File: src/rtl/interrupt_controller_if.sv
// Register bus and CPU acknowledge handshake shared by the interrupt
// controller and the CPU side.
interface interrupt_controller_if #(
    parameter int ID_W = 3
);
    logic            we;
    logic [1:0]      addr;
    logic [31:0]     din;
    logic [31:0]     dout;
    logic            intr;
    logic            inta;
    logic [ID_W-1:0] int_id;

    modport master (
        output we, addr, din, inta,
        input  dout, intr, int_id
    );

    modport slave (
        input  we, addr, din, inta,
        output dout, intr, int_id
    );
endinterface

File: src/rtl/interrupt_controller.sv
// Prioritised interrupt controller: latches edge/level requests into PEND,
// masks them, picks the lowest-index winner and runs the intr/inta/EOI
// handshake with the CPU.
module interrupt_controller #(
    parameter int N_SRC = 8,
    parameter int ID_W  = 3
) (
    input  logic                 clk,
    input  logic                 clrn,
    input  logic [N_SRC-1:0]     irq_in,
    interrupt_controller_if.slave bus
);

    typedef enum logic [1:0] {IDLE, REQ, SERV} state_t;

    state_t          state;
    logic            intr_reg;
    logic [ID_W-1:0] id_reg;

    logic [N_SRC-1:0] pend;
    logic [N_SRC-1:0] mask;
    logic [N_SRC-1:0] edge_mode;
    logic [N_SRC-1:0] irq_prev;

    logic [N_SRC-1:0] din_src;
    logic [N_SRC-1:0] act;
    logic [N_SRC-1:0] rise;
    logic [N_SRC-1:0] w1c;
    logic [N_SRC-1:0] edge_chg;
    logic [N_SRC-1:0] ack_clr;
    logic [ID_W-1:0]  winner;
    logic             act_any;
    logic             ack;
    logic             eoi;
    logic [31:0]      rdata;

    assign din_src = bus.din[N_SRC-1:0];
    assign act     = pend & mask;
    assign act_any = |act;
    assign rise    = irq_in & ~irq_prev;
    assign ack     = (state == REQ) && bus.inta && act_any;
    assign eoi     = bus.we && (bus.addr == 2'd3);

    if (N_SRC < 32) begin : g_unused_din
        logic unused_din;
        assign unused_din = ^bus.din[31:N_SRC];
    end

    // Lowest-index active source wins; scan downwards so index 0 overrides.
    always_comb begin
        winner = '0;
        for (int i = N_SRC - 1; i >= 0; i--) begin
            if (act[i]) winner = ID_W'(i);
        end
    end

    // Per-source clear/flush masks derived from this cycle's bus write and acknowledge.
    always_comb begin
        w1c      = '0;
        edge_chg = '0;
        ack_clr  = '0;
        if (bus.we && bus.addr == 2'd0) w1c = din_src & edge_mode;
        if (bus.we && bus.addr == 2'd2) edge_chg = din_src ^ edge_mode;
        if (ack) ack_clr[winner] = 1'b1;
    end

    // Request sampling, pending latch (set beats clear in edge mode) and config registers.
    always_ff @(posedge clk or negedge clrn) begin
        if (!clrn) begin
            irq_prev  <= '0;
            pend      <= '0;
            mask      <= '0;
            edge_mode <= '0;
        end else begin
            irq_prev <= irq_in;
            pend     <= ((edge_mode & (rise | (pend & ~(w1c | ack_clr))))
                        | (~edge_mode & irq_in)) & ~edge_chg;
            if (bus.we && bus.addr == 2'd1) mask <= din_src;
            if (bus.we && bus.addr == 2'd2) edge_mode <= din_src;
        end
    end

    // Handshake FSM: raise intr, take the winner on inta, wait for EOI (no nesting).
    always_ff @(posedge clk or negedge clrn) begin
        if (!clrn) begin
            state    <= IDLE;
            intr_reg <= 1'b0;
            id_reg   <= '0;
        end else begin
            case (state)
                IDLE: begin
                    if (act_any) begin
                        state    <= REQ;
                        intr_reg <= 1'b1;
                    end
                end
                REQ: begin
                    if (bus.inta && act_any) begin
                        id_reg   <= winner;
                        intr_reg <= 1'b0;
                        state    <= SERV;
                    end else if (!act_any) begin
                        intr_reg <= 1'b0;
                        state    <= IDLE;
                    end else begin
                        intr_reg <= 1'b1;
                    end
                end
                SERV: begin
                    intr_reg <= 1'b0;
                    if (eoi) state <= IDLE;
                end
                default: begin
                    state    <= IDLE;
                    intr_reg <= 1'b0;
                end
            endcase
        end
    end

    // Combinational register read mux; unused upper bits read zero.
    always_comb begin
        rdata = '0;
        case (bus.addr)
            2'd0: rdata[N_SRC-1:0] = pend;
            2'd1: rdata[N_SRC-1:0] = mask;
            2'd2: rdata[N_SRC-1:0] = edge_mode;
            2'd3: begin
                rdata[ID_W-1:0] = id_reg;
                rdata[31]       = (state == SERV);
            end
            default: rdata = '0;
        endcase
    end

    assign bus.dout   = rdata;
    assign bus.intr   = intr_reg;
    assign bus.int_id = id_reg;

endmodule

File: src/flat_wrapper.sv
// flat-port wrapper written by rule: the top's interface ports become plain ports
module interrupt_controller_flat 
#(
    parameter int N_SRC = 8,
    parameter int ID_W  = 3
)
  (clk, clrn, irq_in, bus_we, bus_addr, bus_din, bus_inta, bus_dout, bus_intr, bus_int_id);
  interrupt_controller_if #(.ID_W(ID_W)) bus_i ();
  input  logic clk;
  input  logic clrn;
  input  logic [N_SRC-1:0] irq_in;
  input wire logic [$bits(bus_i.we)-1:0] bus_we;
  input wire logic [$bits(bus_i.addr)-1:0] bus_addr;
  input wire logic [$bits(bus_i.din)-1:0] bus_din;
  input wire logic [$bits(bus_i.inta)-1:0] bus_inta;
  output wire logic [$bits(bus_i.dout)-1:0] bus_dout;
  output wire logic [$bits(bus_i.intr)-1:0] bus_intr;
  output wire logic [$bits(bus_i.int_id)-1:0] bus_int_id;
  assign bus_i.we = bus_we;
  assign bus_i.addr = bus_addr;
  assign bus_i.din = bus_din;
  assign bus_i.inta = bus_inta;
  assign bus_dout = bus_i.dout;
  assign bus_intr = bus_i.intr;
  assign bus_int_id = bus_i.int_id;
  interrupt_controller #(.N_SRC(N_SRC), .ID_W(ID_W)) u_core (.clk(clk), .clrn(clrn), .irq_in(irq_in), .bus(bus_i));
endmodule
File: config.mk
export PLATFORM = sky130hd
export DESIGN_NAME = interrupt_controller_flat
export DESIGN_NICKNAME = d
export VERILOG_FILES = /design/src/rtl/interrupt_controller_if.sv /design/src/rtl/interrupt_controller.sv /design/src/flat_wrapper.sv
export SDC_FILE = /design/constraint.sdc
export NUM_CORES = 1
export LEC_CHECK = 0
export ABC_CLOCK_PERIOD_IN_PS = 1710
export BUFFER_PORTS_ARGS = -buffer_cell sky130_fd_sc_hd__clkbuf_2
export CORE_MARGIN = 2
export CORE_UTILIZATION = 45
export DETAILED_ROUTE_END_ITERATION = 16
export PLACE_DENSITY_LB_ADDON = 0.3
export SYNTH_ARGS = -nofsm -noshare
export SYNTH_HDL_FRONTEND = slang
export SYNTH_SLANG_ARGS = --single-unit
File: constraint.sdc
create_clock -name clk -period 1.71 [get_ports clk]
set_input_delay 0.342 -clock clk [delete_from_list [all_inputs] [get_ports clk]]
set_output_delay 0.342 -clock clk [all_outputs]
set_load 0.05 [all_outputs]
Yosys cells after proc, flatten, opt, wreduce, memory -nomap -nowiden --
Index checks and enable logic that the tools add are counted. W data, S select, Z words.
Cells by class: reduce and logical (&&, ||, !) cells 13, equal/unequal tests 8, mux-type cells 25, bitwise logic cells 15, $lt $le $gt $ge 2
Operators with widths (number):
- $and A8 B8 Y8 | 7
- $not A8 Y8 | 4
- $mux W3 | 8
- $mux W8 | 3
- $or A8 B8 Y8 | 3
- $pmux W5 S3 | 1
- $pmux W3 S4 | 1
- $logic_and A1 B1 Y1 | 8
- $mux W2 | 4
- $reduce_or A8 Y1 | 1
- $xor A8 B8 Y8 | 1
- $eq A2 B2 Y1 const B | 3
- $pmux W2 S3 | 1
- $mux W1 | 5
- $eq A2 B1 Y1 const B | 2
- $logic_not A2 Y1 | 2
- $lt A3 B4 Y1 const B | 1
- $ne A2 B1 Y1 const B | 2
- $demux W1 S3 | 1
- $ge A3 B1 Y1 const B | 1
- $ne A3 B3 Y1 const B | 1
- $reduce_and A3 Y1 | 1
- $pmux W1 S2 | 1
- $reduce_and A2 Y1 | 1
Word-level totals: register bits 38, output and inout bits 36

Logic depth before layout (Yosys ltp) --
Gate-level depths: netlist (run 1).
depth in word-level cells 21, depth in mapped cells 6

Least setup slack after synthesis (run 1) --
Ideal clock, no wire load.
kind input to output, from in bus_addr[0], to out bus_dout[3], cell stages on the path 3, arrival 1.735 ns, required time 1.368 ns, path buffers 1, setup slack -0.367 ns, cells stage by stage buf_2 -> mux2i_1 -> o21ai_0
Between the ends: cells in the longest elaborated chain, start to end 2
RTL lines:
- from (decl) | line flat_wrapper.sv:13 | input wire logic [$bits(bus_i.addr)-1:0] bus_addr;
- $eq A2 B2 Y1 (tied with other cells) | line interrupt_controller.sv:124 | case (bus.addr)
- $pmux W5 S3 * | line interrupt_controller.sv:124
- to (decl) | line flat_wrapper.sv:16 | output wire logic [$bits(bus_i.dout)-1:0] bus_dout;
Mark *: on every way between the ends. The rest lies on a longest branch, timed or not.

Worst setup path after layout (run 1) --
from reg u_core.id_reg[1] (netlist: u_core.bus.int_id[1]), to out bus_dout[1]
Between the ends: cells in the longest elaborated chain, start to end 1
RTL lines:
- from (decl) | line interrupt_controller.sv:18 | logic [ID_W-1:0] id_reg;
- from (signal assigned) | line interrupt_controller.sv:99 | id_reg <= winner;
- $pmux W3 S4 | line interrupt_controller.sv:124
No other way between the ends.

==> results.md, run 1 <==
- Excluding fillers, the count of instances in the completed layout stands at 313.
- The first routing iteration left 93 violations.
- The count of max-cap constraint violations is 0.
- The setup slack on the worst flop-to-flop path is 0.13 ns.
- Setup violations remaining at the end of the flow were counted as 0.
- For this run, design rule violations remaining after detail routing come to 0.
- The worst setup path is of the reg -> out kind.
- The effective utilization at floorplan is 0.463.
- In this run the cell area measured after placement is 2410 µm².
- The filler cell count is 407.
- Synthesis produced 200 cells.
- Data on the critical path is required at its endpoint by 1.37 ns.
- The x dimension of the die is 73.2 µm.
- The number of endpoints with negative hold slack in the final report is 0.
- Once placement completed, the tool counted placed cells totaling 290.
- Setup repair after global routing could not meet its margin everywhere.
- The share of the synthesized area in the top cell type is 0.441.
- Power spread over the standard cell area amounts to 1330 nW/µm².
- For this design the static power due to leakage is 0.00126 µW.
- Detailed routing inserted a total of 1684 vias.
- The synthesized design contains 38 register bits.
- Before antenna repair, the detailed router went through 4 iterations.
- The H-tree generated during clock tree synthesis spans 2 levels.
- In the synthesized netlist, the cells that appear most often are dfrtp_1 (38), nand2_1 (27), buf_4 (23).
- For this run, the total global-route usage over all layers was measured as 0.191.
- The worst register-to-register path begins at u_core.pend[2]$_DFF_PN0_.
- Data on the critical path arrives at its endpoint at 1.36 ns.
- Among all cell types in the netlist, the one instantiated most often is dfrtp_1.
- The run finished with clean final reports.
- At the end of routability-driven placement, the weighted congestion stood at 0.804.
- The share of post-route cells with drive strength above 1 is 0.344.
- The floorplan step defined a core boundary enclosing 4660 µm².
- The die area is 5360 µm².
- The worst setup slack after placement is 0.0108 ns.
- Measured in cells, the most critical reg-to-reg path has a length of 4.
- The clock insertion delay at the later pin of the skew report is 0.29 ns.
- A synthesized cell averages 10.8 µm².
- The total count of max-transition violations in the final report is 0.
- The worst setup skew after layout is 0.00313 ns.
- The number of global-route vias before repair is 1611.
- The worst register-to-register path ends at u_core.state[1]$_DFFE_PN0P_.
- At the end of the flow the core is filled with cells to 0.572.
- The type of destination of the critical path is a primary output.
- TritonCTS built the clock tree.
- The peak supply drop is 700 µV.
- The repair_antennas step left the layout with diodes totalling 0.
- The initial antenna violation count is 0.
- The final-stage net count is 312.
- Based on the critical path, the design can be clocked at up to 587 MHz.
- The share of synthesized area occupied by flip-flops and latches is 0.441.
- The post-synth design cell area is 2160 µm².
- The largest net degree at the start of global routing is 39.
- The area of all placed cells without fillers is 2670 µm².
- The number of different library cells used by synthesis comes to 37.
- The smallest clock period supported by the final layout is computed as 1.70 ns.
- The total wirelength of the detailed-routed design is 4780 µm.
- Along the worst path, the maximum fanout reaches 3.
- The sort of element at the start of the critical path is a flop.
- The smallest setup slack after layout is 0.00735 ns.
- Once detail routing completed, the nets flagged for antenna violations numbered 0.
- The sum of net half-perimeters after detailed placement is 3270 µm.
- Counting flops with a built-in enable in the synthesized netlist gives 0.
- The clock input transition at the sequential cells of the worst setup and hold paths is 0.07 ns.
- The library cell used as clock root buffer is clkbuf_8.
- Yosys attributes the largest share of cell area to dfrtp_1 (44%), buf_4 (8.0%), mux2_2 (7.3%).
- After detailed routing, the number of vias per cell comes to 5.38.
- The startpoint of the worst setup timing path is u_core.bus.int_id[1]$_DFFE_PN0P_.
- Dividing the final minimum period by the clock period gives 0.996.
- The buffer depth of the longest clock path is 2.
- The wire length per cell is 15.3 µm.
- The cell type with the highest aggregate area in the netlist is dfrtp_1.
- The number of placement rows is 25.
- The number of buffers inserted by port buffering is 34.
- During I/O placement, the number of pins put on the boundary was 82.
- TritonCTS created 5 clock buffers.
- The kind of path behind the tightest hold check is in -> async.
- In the synthesized netlist the dominant register cell turns out to be dfrtp_1.
- The share of synthesized flip-flops with an asynchronous set or reset is 1.00.
- Compared with the post-synthesis result, the final layout area differs by 23.6%.
- The die height is 73.2 µm.
- The global-route congestion overflow total is 0.
- During synthesis, Yosys emitted a total of 0 warnings.
- The wire length of the first global-routing pass is 7790 µm.
- The clock sink count is 38.
[worst max-delay path by stage]
stage	endpoint	slack (ns)	depth (start not counted)
final	bus_dout[1]	0.007	2
after global routing	bus_dout[1]	-0.03	2
after CTS	bus_dout[1]	-0.02	2
after detailed placement	u_core.pend[5]$_DFF_PN0_	0.01	7
after global placement	u_core.pend[6]$_DFF_PN0_	0.004	7
after floorplan	bus_dout[3]	0.01	3
[per-layer routing]
metal | GRT usage | wire length (µm)
met5 | 0 | 0
met4 | 0.0412 | 65
met3 | 0.0566 | 328
met2 | 0.294 | 2270
met1 | 0.266 | 2120
[cell usage in the layout (no fill, tap or decap), types with 2 or more instances in the layout]
master	count
inv_1	2
mux2i_1	5
mux2_4	2
o21ai_0	2
conb_1	23
mux2_2	14
dfrtp_1	38
a21oi_1	14
a22oi_1	5
buf_12	5
a22oi_2	2
nand3_1	3
clkbuf_8	8
buf_4	23
buf_8	3
nand3b_1	2
a31oi_1	3
a41oi_1	2
a211oi_1	5
ha_1	8
nand4_1	3
mux4_2	3
o21ai_1	4
and3b_1	2
and4_1	2
clkbuf_2	25
a32oi_1	2
nand2_1	27
o31ai_1	2
nor2_1	4
a21boi_0	5
[critical path: stages, from the launching register on]
cell,delay (ns)
dfrtp_1,0.41
mux4_2,0.50
buf_8,0.17
[stage by stage]
stage / TNS [ns] / hold WS (ns) / power (µW)
after floorplan: 0 / 0.0464 / 2290
after global placement: 0 / 0.420 / 2610
after detailed placement: 0 / 0.429 / 2630
after CTS: -0.0154 / 0.115 / 3470
after global routing: -0.0684 / 0.143 / 3750
final: 0 / 0.0943 / 3550
[area by class of cell]
type | count | area, µm² | share of cell area
clock buffers | 8 | 110 | 0.0413
flip-flops and latches | 38 | 951 | 0.357
repair buffers | 57 | 448 | 0.168
multi-input cells | 154 | 1080 | 0.406
inverters | 2 | 7.51 | 0.00282
well taps | 54 | 67.6 | 0.0254
[power breakdown]
part / switching, µW / internal (µW) / leakage [µW]
Combinational: 918 / 629 / 0.000752
Sequential: 191 / 1090 / 0.000447
Clock: 311 / 407 / 0.0000575
[timing repair]
item	4_1_cts	5_1_grt
pin swaps	0	1
gates resized for setup	6	5
buffers inserted	9	6
hold buffers	0	0
gates cloned	0	0
setup endpoints to repair	3	8
[cell families after synthesis]
logic type,Yosys count,share of synthesized area
compound gates,52,0.165
flops,38,0.441
mux,24,0.142
fa+ha+maj,8,0.0464
other cells,1,0.00174
simple gates,47,0.107
buf+inv,30,0.0980
Note: power is estimated with default switching activity, not from simulation.
==> inputs of run 2 (changes only) <==
--- a/config.mk
+++ b/config.mk
@@ -5,9 +5,9 @@
 export SDC_FILE = /design/constraint.sdc
 export NUM_CORES = 1
 export LEC_CHECK = 0
-export ABC_CLOCK_PERIOD_IN_PS = 1710
+export ABC_CLOCK_PERIOD_IN_PS = 2100
 export BUFFER_PORTS_ARGS = -buffer_cell sky130_fd_sc_hd__clkbuf_2
-export CORE_MARGIN = 2
+export CORE_MARGIN = 3
 export CORE_UTILIZATION = 45
 export DETAILED_ROUTE_END_ITERATION = 16
 export PLACE_DENSITY_LB_ADDON = 0.3
==> constraint.sdc (replaced) <==
create_clock -name clk -period 2.1 [get_ports clk]
set_input_delay 0.42 -clock clk [delete_from_list [all_inputs] [get_ports clk]]
set_output_delay 0.42 -clock clk [all_outputs]
set_load 0.05 [all_outputs]
==> run 2 against run 1 <==
Via count fell by 3.0%; register-to-register slack gained 0.47 ns; clock power shrank 17%; die area rose by 5.5%; core utilization is 2.5 points lower; cell count down 4.5%; cell area down 7.6%; total power decreased by 25%; sequential power fell by 16%; sequential share of layout area up 2.9 points.
==> results.md, run 2 (same netlist as run 1, synthesis figures left out) <==
- The area growth from synthesis to layout is 14.2%.
- The library cell used as clock root buffer is clkbuf_8.
- After clock tree synthesis, the clock-pin slew on the worst setup and hold paths is 0.07 ns.
- The number of nets still failing antenna checks after routing is 0.
- The cell repeated most along the worst path is clkbuf_2.
- The delay of the slowest cell on the worst path is 0.30 ns.
- The floorplan step set the die height to 75.2 µm.
- At the end of routability-driven placement, the weighted congestion stood at 0.817.
- The die is 75.2 µm wide.
- The peak clock frequency supported by timing is 529 MHz.
- The detailed router's first-iteration violation count is 79.
- The sum of routed wire segments on met1 is 2110 µm.
- The number of gates resized after CTS was 0.
- The number of endpoints with negative hold slack in the final report came to 0.
- CTS saw 38 sinks.
- In the final routed layout, each cell accounts on average for 15.0 µm.
- Setup repair after global routing left no endpoint under its margin.
- The H-tree was split into 2 levels.
- Setup slack closes at 0.211 ns.
- In the layout the commonest cells are dfrtp_1 (38), clkbuf_2 (34), nand2_1 (27).
- The data required time at the worst endpoint is 1.68 ns.
- The total met2 wirelength after detailed routing is 2060 µm.
- The highest net fanout along the worst path is 10.
- Setup violations remaining at the end of the flow were counted as 0.
- The floorplan step defined a core boundary enclosing 4500 µm².
- The count of pins on the block boundary is 82.
- The die area is 5660 µm².
- For the worst setup path, the data arrival time is 1.47 ns.
- In this run the power density over the cells is 1080 nW/µm².
- Once the clock tree was built, the setup fixing pass inserted 0 buffers.
- The total buffers and inverters traversed by the critical path is 3.
- Summed over all failing endpoints, the final setup total negative slack is 0 ns.
- Global routing finished with a remaining overflow of 0.
- The final layout contains 300 nets.
- The type of destination of the critical path is a primary output.
- In the routed design, unresolved DRC markers number 0.
- In the final layout, the share of cells above drive strength 1 is 0.308.
- After detailed routing, the number of vias per cell comes to 5.46.
- In the finished design, the share of the clock period the worst path needs comes to 0.899.
- The count of max-cap constraint violations is 0.
- The leakage power is 0.00116 µW.
- The total wirelength of the detailed-routed design is 4490 µm.
- The total count of max-transition violations in the final report came to 0.
- The initial utilization of the core area, before any placement, comes to 0.479.
- The filler cell count is 416.
- The number of global-route vias before repair is 1523.
- The number of iterations in the first detailed-routing pass is 6.
- In this run, post-CTS hold repair placed 0 buffers.
- The sort of element at the start of the critical path is a primary input.
- The buffer depth of the longest clock path is 2.
- The run finished with clean final reports.
- The library cell used most frequently in the layout, excluding fill and tap cells, is dfrtp_1.
- The category of the most critical setup path is in -> out.
- The sum of net half-perimeters after detailed placement is 3370 µm.
- The worst setup skew after layout is 0.00702 ns.
- The worst setup slack after placement is 0.182 ns.
- The number of clock buffers added by TritonCTS is 5.
- The initial antenna violation count is 0.
- The floorplan has 24 rows.
- The critical path goes through clkbuf_2, nor2b_1, buf_4, nand2_1, o21ai_1, clkbuf_2.
- The share of the core filled with cells is 0.547.
- Routed signal wires occupy layers up through met4.
- The number of buffers inserted by port buffering is 34.
- The global router's overall resource usage is 0.177.
- The routed design could run at a clock period as short as 1.89 ns.
- Wire segments on met3 add up to 263 µm in the final route.
- The category of cells accounting for the largest share of critical-path delay is buffers and inverters.
- Entering global routing, the biggest net connects 39 pins.
- The peak supply drop is 498 µV.
- The clock insertion delay at the later pin of the skew report is 0.29 ns.
- The first global-routing pass estimated 7400 µm of wire.
- The final route contains 1633 vias.
- For this design, the slowest cell found on the critical path is clkbuf_2.
- TritonCTS built the clock tree.
- On the final layout, the worst hold slack is 0.167 ns.
- The kind of path behind the tightest hold check is in -> async.
- The number of diodes is 0.
-- run 2: per-layer routing --
layer / global-route usage / vias to the layer above
li1: - / 785
met1: 0.254 / 795
met2: 0.262 / 47
met3: 0.0454 / 6
met4: 0.0583 / 0
met5: 0 / -
-- run 2: path summary, 6_finish.rpt --
check                                             startpoint                           end  slack (ns)  depth (start not counted)
max in group asynchronous                               clrn    u_core.mask[1]$_DFFE_PN0P_        1.60                          2
worst max register to register      u_core.pend[1]$_DFF_PN0_      u_core.pend[4]$_DFF_PN0_        0.60                          4
worst min register to register  u_core.irq_prev[3]$_DFF_PN0_      u_core.pend[3]$_DFF_PN0_        0.52                          3
worst min-delay path                                    clrn    u_core.mask[5]$_DFFE_PN0P_        0.17                          2
min in group clk                                   irq_in[1]  u_core.irq_prev[1]$_DFF_PN0_        0.24                          1
worst max-delay path                             bus_addr[1]                   bus_dout[5]        0.21                          6
-- run 2: cell type report --
type                       count  area [µm²]  share of cell area
inverter                       2        7.51             0.00305
tap                           52        65.1              0.0264
sequential                    38         951               0.386
clock buffer                   8         110              0.0447
multi-input combinational    154        1080               0.437
timing repair buffer          45         253               0.103
-- run 2: power breakdown --
part | internal [µW] | switching [µW]
clock | 332 | 261
combinational | 331 | 667
sequential | 889 | 177
-- run 2: per-stage QoR --
step / instances / power (µW) / instance area, µm²
2_1_floorplan: 222 / 1860 / 2240
3_3_place_gp: 291 / 2070 / 2350
3_5_place_dp: 291 / 2080 / 2350
4_1_cts: 299 / 2670 / 2460
5_1_grt: 299 / 2820 / 2460
6_report: 299 / 2660 / 2460
==> inputs of run 3 (changes only) <==
--- a/config.mk
+++ b/config.mk
@@ -7,6 +7,7 @@
 export LEC_CHECK = 0
 export ABC_CLOCK_PERIOD_IN_PS = 2100
 export BUFFER_PORTS_ARGS = -buffer_cell sky130_fd_sc_hd__clkbuf_2
+export CORE_ASPECT_RATIO = 0.5
 export CORE_MARGIN = 3
 export CORE_UTILIZATION = 45
 export DETAILED_ROUTE_END_ITERATION = 16
==> run 3 against run 2 <==
Clock skew up 0.0066 ns; combinational power about the same; setup slack worse by 0.070 ns; first-iteration DRC count up 18%; total power up 1.7%; via count up 4.0%; wire length up 9.7%; non-clock buffer count down 1; die area up 0.89%; clock power up 3%; register-to-register slack worse by 0.04 ns; global-route usage down 0.43 points; critical path type unchanged; largest power group unchanged.
==> results.md, run 3 (same netlist as run 1, synthesis figures left out) <==
- The kind of path behind the tightest hold check is in -> async.
- The worst-case reg-to-reg path depth is 4.
- In this run the tightest slew margin relative to its limit is 0.641.
- The share of power burned in combinational logic is 0.376.
- The total count of max-transition violations in the final report was 0.
- The end of the worst register-to-register path is u_core.pend[5]$_DFF_PN0_.
- For this run, the slowest stage of the critical path takes 0.31 ns.
- The die covers 5710 µm².
- Broken down by cell family, the worst path's largest delay share belongs to buffers and inverters.
- The overall power of the completed layout is 2700 µW.
- The category of the most critical setup path is in -> out.
- The run finished with clean final reports.
- Global routing finished with a remaining overflow of 0.
- The post-cts hold buffer count is 0.
- The final-stage net count is 299.
- Of the total power, the share spent switching nets is 0.416.
- The number of endpoints with negative hold slack in the final report is 0.
- The internal power of the cells totals 1580 µW.
- The data required time at the worst endpoint is 1.68 ns.
- The setup slack on the worst flop-to-flop path is 0.56 ns.
- The number of buffers added for setup after CTS is 0.
- In the layout the commonest cells are dfrtp_1 (38), clkbuf_2 (34), nand2_1 (27).
- Setup slack on the critical path of the routed design comes to 0.142 ns.
- The net switching power is 1120 µW.
- In the routed design, unresolved DRC markers number 0.
- The share of post-route cells with drive strength above 1 is 0.297.
- The die height is 55.0 µm.
- The first TritonRoute pass finished after 4 iterations.
- The sequential power share is 0.397.
- For the final database, setup skew stands at 0.0137 ns.
- Measured along the x axis, the die boundary spans 104 µm.
- The wire length of the first global-routing pass is 7560 µm.
- 0 antenna diodes ended up in the layout.
- STA classifies the critical path startpoint as a primary input.
- The origin of the critical flop-to-flop path is u_core.pend[1]$_DFF_PN0_.
- Max-cap violations in this run came to 0.
- The largest net degree at the start of global routing is 21.
- The share of power burned in the clock network is 0.226.
- After detailed routing, the total wire length is 4930 µm.
- In the global route stage, overall resource usage came out at 0.173.
- The worst-case IR drop observed on VDD is 435 µV.
- The signal on the critical path passes through clkbuf_2, nor2b_1, buf_4, nand2_1, o21ai_1, clkbuf_2.
- For this configuration, the core starts out at a cell density of 0.478.
- Timing analysis after detailed placement gives a worst setup slack of 0.168 ns.
- The synthesis-to-finish area growth is 15.1%.
- The core area is 4510 µm².
- Counting I/O delays and the setup requirement, the final critical path takes 1.96 ns.
- Setup repair after global routing left no endpoint under its margin.
- The count of nets left with antenna violations once routing finished came out at 0.
- The number of buffers and inverters on the critical path is 3.
- The CTS tree is done.
- The number of endpoints failing setup at the final stage is 0.
- Summed over all nets, the half-perimeter wirelength after detailed placement is 3680 µm.
- Clock-pin slew was measured on the worst setup and hold paths at 0.08 ns.
- The cell repeated most along the worst path is clkbuf_2.
- The count of instances resized after the clock tree is built is 0.
- The H-tree depth is 2.
- The library cell used as clock root buffer is clkbuf_8.
- The cell with the biggest individual delay on the critical path is clkbuf_2.
- The clock insertion delay at the later pin of the skew report is 0.29 ns.
- Dividing the detail-routed via count by the number of cells gives 5.45.
- The floorplan has 17 rows.
- Counting the buffers created by CTS gives 5.
- The buffer depth of the longest clock path is 2.
- 82 I/O pins were placed.
- The number of buffers inserted by port buffering is 34.
- Derived from the worst setup path, the maximum achievable clock frequency is 511 MHz.
- The wire length per cell is 15.8 µm.
- The data arrival time of the critical path is 1.54 ns.
- In the finished design, the share of the clock period the worst path needs comes to 0.932.
- The total number of vias is 1699.
- For the final routed database, the setup TNS stands at 0 ns.
- The clock sink count is 38.
- The type of destination of the critical path is a primary output.
- The detailed router's first-iteration violation count is 93.
- In this run the static leakage power is 0.00116 µW.
- The number of global-route vias before repair was 1550.
- The power density of the placed cells is 1090 nW/µm².
- In this run the worst path has a maximum fanout of 8.
- Routability-driven placement finished with a final weighted congestion of 0.874.
- The transition time at the pin with the least slew margin is 0.538 ns.
- The initial antenna violation count was 0.
- Leaving out fill and tap cells, the most frequent cell in the layout is dfrtp_1.
[run 3: cell count changes in the layout (fill, tap and decap cells not counted), sizes merged]
cell,previous run,this run
buf,11,10
clkbuf,42,41
bufinv,0,1
[run 3: worst max-delay path by stage]
stage / to / cells after the start / startpoint / slack, ns
floorplan: bus_dout[3] / 3 / bus_addr[0] / 0.24
global placement: bus_dout[7] / 6 / bus_addr[1] / 0.21
detailed placement: bus_dout[7] / 6 / bus_addr[1] / 0.17
CTS: bus_dout[7] / 6 / bus_addr[1] / 0.15
global route: bus_dout[7] / 6 / bus_addr[1] / 0.06
finish: bus_dout[7] / 6 / bus_addr[1] / 0.14
[run 3: metal layers]
| metal | part of all wire | track usage |
|---|---|---|
| met5 | 0 | 0 |
| met4 | 0.012 | 0.0728 |
| met3 | 0.051 | 0.0382 |
| met2 | 0.48 | 0.309 |
| met1 | 0.46 | 0.212 |
[run 3: area by class of cell]
| cell class | instances | area (µm²) |
|---|---|---|
| Timing Repair Buffer | 44 | 258 |
| Clock inverter | 1 | 30.0 |
| Sequential cell | 38 | 951 |
| Clock buffer | 7 | 76.3 |
| Multi-Input combinational cell | 154 | 1080 |
| Tap cell | 66 | 82.6 |
| Inverter | 2 | 7.51 |
| Fill cell | 402 | 2030 |
[run 3: power by group through the flow]
stage          logic, µW  clock network [µW]  registers [µW]
2_1_floorplan        694                   0            1170
3_3_place_gp         991                   0            1070
3_5_place_dp        1010                   0            1080
4_1_cts             1020                 620            1070
5_1_grt             1100                 656            1090
6_report            1020                 611            1070
[run 3: through the flow]
stage	utilization	cells	hold WS [ns]	cell area, µm²
finish	0.550	312	0.0960	2480
global route	0.550	312	0.111	2480
detailed placement	0.527	304	0.420	2380
global placement	0.527	304	0.412	2380
floorplan	-	222	0.124	2240
CTS	0.550	312	0.101	2480
